==> src/rtl/tdm_demux8_if.sv <==
// Bundle of the serial slot stream, the parallel frame output and the status pulses of the
// 8-slot TDM demultiplexer.
interface tdm_demux8_if #(
  parameter int unsigned W = 8
);
  logic           in_valid;
  logic           in_sof;
  logic [W-1:0]   in_data;
  logic           out_valid;
  logic           out_ready;
  logic [8*W-1:0] out_data;
  logic           frame_err;
  logic           overflow;
  logic [7:0]     frame_cnt;

  modport slave (
    input  in_valid, in_sof, in_data, out_ready,
    output out_valid, out_data, frame_err, overflow, frame_cnt
  );

  modport master (
    output in_valid, in_sof, in_data, out_ready,
    input  out_valid, out_data, frame_err, overflow, frame_cnt
  );
endinterface

==> src/rtl/tdm_demux8.sv <==
// 8-slot TDM demultiplexer: collects a serial frame of 8 beats (slot 0 marked by sof) into a
// shadow buffer and presents the complete frame as one 8*W word behind a valid/ready handshake.
module tdm_demux8 #(
  parameter int unsigned W = 8
) (
  input  logic         clk,
  input  logic         rst_n,
  tdm_demux8_if.slave  bus
);

  typedef enum logic [0:0] {StHunt, StRecv} state_e;

  state_e         st_q, st_d;
  logic [2:0]     cnt_q, cnt_d;
  logic [W-1:0]   shadow_q [7];
  logic           wr_en;
  logic [2:0]     wr_idx;
  logic           complete;
  logic           load;
  logic [8*W-1:0] frame;
  logic [8*W-1:0] out_data_q;
  logic           out_valid_q, out_valid_d;
  logic           frame_err_q, frame_err_d;
  logic           overflow_q, overflow_d;
  logic [7:0]     frame_cnt_q;
  logic           handshake;

  always_comb begin
    st_d        = st_q;
    cnt_d       = cnt_q;
    wr_en       = 1'b0;
    wr_idx      = cnt_q;
    complete    = 1'b0;
    frame_err_d = 1'b0;
    if (bus.in_valid) begin
      case (st_q)
        StHunt: begin
          if (bus.in_sof) begin
            wr_en  = 1'b1;
            wr_idx = 3'd0;
            cnt_d  = 3'd1;
            st_d   = StRecv;
          end
        end
        StRecv: begin
          if (bus.in_sof) begin
            // Restart on a premature sof; the stale slots get overwritten before use.
            frame_err_d = 1'b1;
            wr_en       = 1'b1;
            wr_idx      = 3'd0;
            cnt_d       = 3'd1;
          end else if (cnt_q == 3'd7) begin
            complete = 1'b1;
            cnt_d    = 3'd0;
            st_d     = StHunt;
          end else begin
            wr_en = 1'b1;
            cnt_d = cnt_q + 3'd1;
          end
        end
        default: begin
          st_d  = StHunt;
          cnt_d = 3'd0;
        end
      endcase
    end
  end

  // The slot-7 beat goes straight into the output word, so it is never buffered.
  always_comb begin
    frame = '0;
    for (int unsigned k = 0; k < 7; k++) begin
      frame[k*W +: W] = shadow_q[k];
    end
    frame[7*W +: W] = bus.in_data;
  end

  assign handshake   = out_valid_q & bus.out_ready;
  assign load        = complete & (~out_valid_q | bus.out_ready);
  assign overflow_d  = complete & out_valid_q & ~bus.out_ready;

  always_comb begin
    out_valid_d = out_valid_q;
    if (load) begin
      out_valid_d = 1'b1;
    end else if (handshake) begin
      out_valid_d = 1'b0;
    end
  end

  always_ff @(posedge clk or negedge rst_n) begin
    if (!rst_n) begin
      st_q        <= StHunt;
      cnt_q       <= 3'd0;
      out_data_q  <= '0;
      out_valid_q <= 1'b0;
      frame_err_q <= 1'b0;
      overflow_q  <= 1'b0;
      frame_cnt_q <= 8'd0;
      for (int unsigned k = 0; k < 7; k++) begin
        shadow_q[k] <= '0;
      end
    end else begin
      st_q        <= st_d;
      cnt_q       <= cnt_d;
      out_valid_q <= out_valid_d;
      frame_err_q <= frame_err_d;
      overflow_q  <= overflow_d;
      if (load) begin
        out_data_q <= frame;
      end
      if (handshake) begin
        frame_cnt_q <= frame_cnt_q + 8'd1;
      end
      for (int unsigned k = 0; k < 7; k++) begin
        if (wr_en && wr_idx == 3'(k)) begin
          shadow_q[k] <= bus.in_data;
        end
      end
    end
  end

  assign bus.out_valid = out_valid_q;
  assign bus.out_data  = out_data_q;
  assign bus.frame_err = frame_err_q;
  assign bus.overflow  = overflow_q;
  assign bus.frame_cnt = frame_cnt_q;

endmodule

==> src/flat_wrapper.sv <==
// flat-port wrapper written by rule: the top's interface ports become plain ports
module tdm_demux8_flat 
#(
  parameter int unsigned W = 8
)
  (clk, rst_n, bus_in_valid, bus_in_sof, bus_in_data, bus_out_ready, bus_out_valid, bus_out_data, bus_frame_err, bus_overflow, bus_frame_cnt);
  tdm_demux8_if #(.W(W)) bus_i ();
  input  logic clk;
  input  logic rst_n;
  input wire logic [$bits(bus_i.in_valid)-1:0] bus_in_valid;
  input wire logic [$bits(bus_i.in_sof)-1:0] bus_in_sof;
  input wire logic [$bits(bus_i.in_data)-1:0] bus_in_data;
  input wire logic [$bits(bus_i.out_ready)-1:0] bus_out_ready;
  output wire logic [$bits(bus_i.out_valid)-1:0] bus_out_valid;
  output wire logic [$bits(bus_i.out_data)-1:0] bus_out_data;
  output wire logic [$bits(bus_i.frame_err)-1:0] bus_frame_err;
  output wire logic [$bits(bus_i.overflow)-1:0] bus_overflow;
  output wire logic [$bits(bus_i.frame_cnt)-1:0] bus_frame_cnt;
  assign bus_i.in_valid = bus_in_valid;
  assign bus_i.in_sof = bus_in_sof;
  assign bus_i.in_data = bus_in_data;
  assign bus_i.out_ready = bus_out_ready;
  assign bus_out_valid = bus_i.out_valid;
  assign bus_out_data = bus_i.out_data;
  assign bus_frame_err = bus_i.frame_err;
  assign bus_overflow = bus_i.overflow;
  assign bus_frame_cnt = bus_i.frame_cnt;
  tdm_demux8 #(.W(W)) u_core (.clk(clk), .rst_n(rst_n), .bus(bus_i));
endmodule
==> config.mk <==
export PLATFORM = sky130hd
export DESIGN_NAME = tdm_demux8_flat
export DESIGN_NICKNAME = d
export VERILOG_FILES = /design/src/rtl/tdm_demux8_if.sv /design/src/rtl/tdm_demux8.sv /design/src/flat_wrapper.sv
export SDC_FILE = /design/constraint.sdc
export NUM_CORES = 1
export LEC_CHECK = 0
export CAP_MARGIN = 40
export CELL_PAD_IN_SITES_DETAIL_PLACEMENT = 0
export CELL_PAD_IN_SITES_GLOBAL_PLACEMENT = 1
export CORE_MARGIN = 2
export CORE_UTILIZATION = 33
export DETAILED_ROUTE_END_ITERATION = 8
export PLACE_DENSITY = 0.72
export SETUP_SLACK_MARGIN = 0.05
export SYNTH_ARGS = -nofsm -noshare
export SYNTH_HDL_FRONTEND = slang
export SYNTH_SLANG_ARGS = --single-unit
==> constraint.sdc <==
create_clock -name clk -period 2.44 [get_ports clk]
set_clock_uncertainty 0.05 [all_clocks]
set_input_delay 0.488 -clock clk [delete_from_list [all_inputs] [get_ports clk]]
set_output_delay 0.488 -clock clk [all_outputs]
set_load 0.02 [all_outputs]
==> impl_metrics.toml <==
[floorplanning]
dieArea_um2 = 17100
num_rows = 46
die_w_um = 131
start_util_pct = 33.6
io_pins = 88
core_area_um2 = 15800
die_y_um = 131

[synth]
syn_nets = 341
ys_ff_latch = 135
netlist-cell-type-count = 36
synthTopCellsByArea = "dfrtp_1 (64%), mux2_1 (14%), mux2_2 (11%)"
yosysTopAreaCellShare_pct = 63.5
avgSynthCellArea_um2 = 16.4
yosysWarnings = 0
netlist_instances = 325
synth_area_um2 = 5320
ys_seq_area_share_pct = 63.5
synth_top_area_cell = "dfrtp_1"
synth_edf_count = 0
synthFlopType = "dfrtp_1"
synthArstFlopShare_pct = 100

[timing]
rsz0062_at_grt = "no"
whs_ns = 0.417
slew_viol_final = 0
finalCritPeriodShare_pct = 89.6
layout_min_cycle_time_ns = 2.19
setup_tns_ns = 0
fmax_mhz = 458
setup_violations = 0
worst_pin_slew_ns = 0.528
relSlewSlack_pct = 64.7
hold_viol_final = 0

[hold_path]
hold_class = "flip-flop to flip-flop"

[worst_setup_path]
criticalPathCategory = "flip-flop to flip-flop"
cpMostUsedCell = "ha_1"
cp_max_fo = 8
path_cells = "ha_1, ha_1, nor2_1, nand4_2, mux2_2"
critPathRequiredTime_ns = 2.69
cp.arrival_ns = 2.43
cpMaxStageDelayCell = "nand4_2"
reg2reg_slack_ns = 0.25
cp-end-kind = "flip-flop"
slowest_delay_ns = 0.40
cp-start-kind = "flip-flop"

[route]
first_pass_iters = 4
routedWlPerCell_um = 16.7
drc = 0
drt_iter0_markers = 141
topRoutingLayerUsed = "met4"
via_count = 3035
met1_length_um = 5100
routed_wl_um = 11000
ant_nets = 0
routed-wl-met3_um = 568
via_per_inst = 4.61
wl_met2_um = 5170

[place]
dpl_cell_area_um2 = 6470
portBuffers = 87
gp_congestion = 0.746
dp_hpwl_um = 7330

[run]
max_cap_violations = 0

[pwr]
cellPowerDensity_nw_per_um2 = 997
ir_worst_vdd_uv = 491
p_leak_nw = 3.34
p_total_w = 0.00702

[global_route]
grt-ovfl-total = 0
track_usage_pct = 14.1
grt_pass1_vias = 3258
antenna_found_initial = 0
grt_pass1_wl_um = 17500
grt_max_degree = 55

[finish]
diodes = 0
final_common_cell = "dfrtp_1"
drive_gt1_share_pct = 23.5
fillers = 1408
final_cell_mix = "dfrtp_1 (135), clkdlybuf4s50_1 (86), mux2_1 (68)"
final_util_pct = 44.5
regArea_um2 = 3380
area_growth_pct = 32.4
nets = 446
post-route-cell-area_um2 = 7040
multi_input_area_um2 = 1800

[clocking]
cts_tree = "yes"
cts_buffers = 17
postCtsSetupBuffers = 0
clkLatencyLatePin_ns = 0.41
clockBufferDepth = 2
cts_sinks = 135
htree_levels = 4
root_buffer = "clkbuf_16"
clk_pin_slew_ns = 0.06

[outcome]
status = "finished, final reports clean"
[sequential cells by signal (all words and copies together) (netlist names)]
name,cells
u_core.bus.out_data,64
u_core.frame,56
u_core.bus.frame_cnt,8
u_core.cnt_q,3
u_core.bus.frame_err,1
u_core.bus.out_valid,1
u_core.bus.overflow,1
u_core.st_q,1
[per-layer routing]
| metal | GRT usage (%) | vias up |
|---|---|---|
| met5 | 0 | - |
| met4 | 5.94 | 0 |
| met3 | 5.09 | 14 |
| met2 | 21.7 | 83 |
| met1 | 18.2 | 1564 |
| li1 | - | 1374 |
[worst max-delay path, delay by kind of cell (launching register included)]
kind | cells | cell delay [ns]
flip-flops | 1 | 0.38
multiplexers | 1 | 0.40
adder cells (fa/ha/maj) | 2 | 0.49
AND/OR/NAND/NOR | 2 | 0.75
[synth_stat cells (2+ instances only)]
cell type / count
and3_1: 4
buf_2: 5
buf_8: 6
dfrtp_1: 135
ha_1: 3
inv_1: 3
mux2_1: 68
mux2_2: 53
nand2_1: 6
nand4_1: 3
nand4_2: 3
nor2_1: 3
nor2b_1: 3
o21ai_0: 2
o22ai_1: 2
xnor2_1: 5
xor2_1: 2
[stage by stage]
| stage | setup WS (ns) | std cells |
|---|---|---|
| global route | 0.123 | 659 |
| detailed placement | -0.0754 | 626 |
| global placement | -0.0459 | 626 |
| finish | 0.255 | 659 |
| floorplan | 0.428 | 325 |
| CTS | 0.203 | 659 |
[final timing paths]
check	from	depth (start not counted)	end
max	u_core.cnt_q[0]	5	u_core.frame[29]
min	u_core.bus.frame_cnt[7]	1	u_core.bus.frame_cnt[7]
max reg2reg	u_core.cnt_q[0]	5	u_core.frame[29]
min reg2reg	u_core.bus.frame_cnt[7]	1	u_core.bus.frame_cnt[7]
max in group asynchronous	rst_n	3	u_core.frame[30]
min in group asynchronous	rst_n	2	u_core.bus.frame_cnt[7]
[kinds of logic after synthesis]
group,Yosys count,synth area share [%]
flops,135,63.5
mux,121,25.6
simple gates,34,4.80
buf+inv,17,2.80
compound gates,8,1.41
xor+xnor,7,1.15
fa+ha+maj,3,0.706
[report_power, final]
part	leakage, nW	total, W	internal (W)	switching, W
logic	1.27	0.00148	0.000822	0.000660
clock network	0.280	0.00240	0.00150	0.000898
registers	1.79	0.00314	0.00283	0.000314
[layout make-up]
cell class                      instances  area share [%]
Sequential cell                       135            48.0
Multi-Input combinational cell        173            25.5
Timing Repair Buffer                  100            14.5
Clock buffer                           24            6.98
Tap cell                              216            3.84
Clock inverter                          8            1.01
Inverter                                3           0.160
[timing repair]
| action | CTS | global route |
|---|---|---|
| hold endpoints to repair | 34 | 0 |
| hold buffers | 1 | 0 |
| resized for setup | 0 | 0 |
No activity file was read; power rests on OpenSTA's default activity.
==> RTL edit (same settings) <==
`W` is set to 8 in 3 places; all go to 10. Comments in the files are not updated.
--- a/src/rtl/tdm_demux8_if.sv
+++ b/src/rtl/tdm_demux8_if.sv
@@ -3,3 +3,3 @@
 interface tdm_demux8_if #(
-  parameter int unsigned W = 8
+  parameter int unsigned W = 10
 );
--- a/src/rtl/tdm_demux8.sv
+++ b/src/rtl/tdm_demux8.sv
@@ -3,3 +3,3 @@
 module tdm_demux8 #(
-  parameter int unsigned W = 8
+  parameter int unsigned W = 10
 ) (
--- a/src/flat_wrapper.sv
+++ b/src/flat_wrapper.sv
@@ -3,3 +3,3 @@
 #(
-  parameter int unsigned W = 8
+  parameter int unsigned W = 10
 )
Ports: changed (resized bus_in_data and bus_out_data); port bits go from 88 to 106. No check against the original RTL was run, so the function may have changed too.
==> RTL edit against the original RTL <==
  * The run now ends with negative hold slack left
  * Power up 17%
  * Combinational power rose by 27%
  * Setup slack improved by 0.00058 ns
  * Sequential cell count rose by 30
  * Critical path type unchanged
  * Synthesized area up 20%
  * Synthesized cell count is 19% higher
  * Final area grew 19%
  * Wire length up 28%
==> RTL edit: results (changes against the original RTL) <==
** Status
- Status: complete, but fails checks (was completed).
- Failing checks :: negative hold slack

** Layout
- Signal buffers share of area :: 0.147 (was 0.145)
- The net count of the finished layout came to 527 (was 446).
- The finished layout cell area was 8390 um^2 (was 7040 um^2).
- Proportion of layout cells with a drive suffix above 1 :: 0.400 (was 0.235)
- The utilization after layout is 0.446 (was 0.445).
- The count of placed standard cells in the final layout, fillers left out is 783 (was 659).
- The final sequential cell count is 165 (was 135).
- FILL cells :: 1667 (was 1408)

** Power and ir drop
- The relative contribution of combinational cells to total power came to 0.229 (was 0.211).
- Sum of internal, switching and leakage power :: 8.21 mW (was 7.02 mW)
- The leakage power summed over all cells was 3.85 nW (was 3.34 nW).

** Setup path
- The worst-path maximum fanout was 15 (was 8).
- The launching element of the worst setup path is u_core.cnt_q[2]$_DFFE_PN0P_ (was u_core.cnt_q[0]$_DFFE_PN0P_).
- Cell with the biggest individual delay on the critical path :: dfrtp_1 (was nand4_2)

** Drt
- Total length of routed wires :: 14100 um (was 11000 um)
- Via count :: 3589 (was 3035)
- The first-iteration detailed-routing DRC count is 100 (was 141).

** Timing
- The final number of hold-violating endpoints came to 1 (was 0).
- Worst hold-check slack :: -0.000133 ns (was 0.417 ns)

** Synth
- Post-Synthesis Net Count :: 405 (was 341)
- Leading cell types by total area after synthesis: dfrtp_1, mux2_2, buf_4, xnor2_1, ha_1 (was dfrtp_1, mux2_1, mux2_2, buf_8, xnor2_1).
- Commonest cells post-synth: dfrtp_1, mux2_2, buf_4 (was dfrtp_1, mux2_1, mux2_2).

** Placement
- Global placement routability congestion :: 0.745 (was 0.746)
- The count of buffers from port buffering is 105 (was 87).
- Total placed instance area :: 7830 um^2 (was 6470 um^2)
- The pre-CTS worst setup slack is 0.0427 ns (was -0.0754 ns).

** Global route
- The via count of the first global-routing pass is 3749 (was 3258).

** Hold path
- Hold Crit Class :: in -> async (was reg -> reg)
RTL edit: cell count changes after synthesis, sizes merged:
cell    unedited run  this run
buf               13        14
clkbuf             1         2
dfrtp            135       165
mux2             121       151
RTL edit: final timing paths:
path	slack, ns	endpoint
max reg2reg	0.26	u_core.bus.out_data[47]$_DFFE_PN0P_
max	0.26	u_core.bus.out_data[47]$_DFFE_PN0P_
min reg2reg	0.43	u_core.bus.frame_cnt[7]$_DFFE_PN0P_
max in group asynchronous	1.65	u_core.frame[61]$_DFFE_PN0P_
min in group clk	0.43	u_core.bus.frame_cnt[7]$_DFFE_PN0P_
min	-0.0001	u_core.bus.out_data[68]$_DFFE_PN0P_
RTL edit: metal layers:
layer	routed length, um	part of all wire	vias to the layer above	track usage
li1	-	-	1633	-
met1	6640	0.47	1859	0.200
met2	6670	0.47	79	0.229
met3	570	0.040	18	0.0342
met4	237	0.017	0	0.0542
met5	0	0	-	0
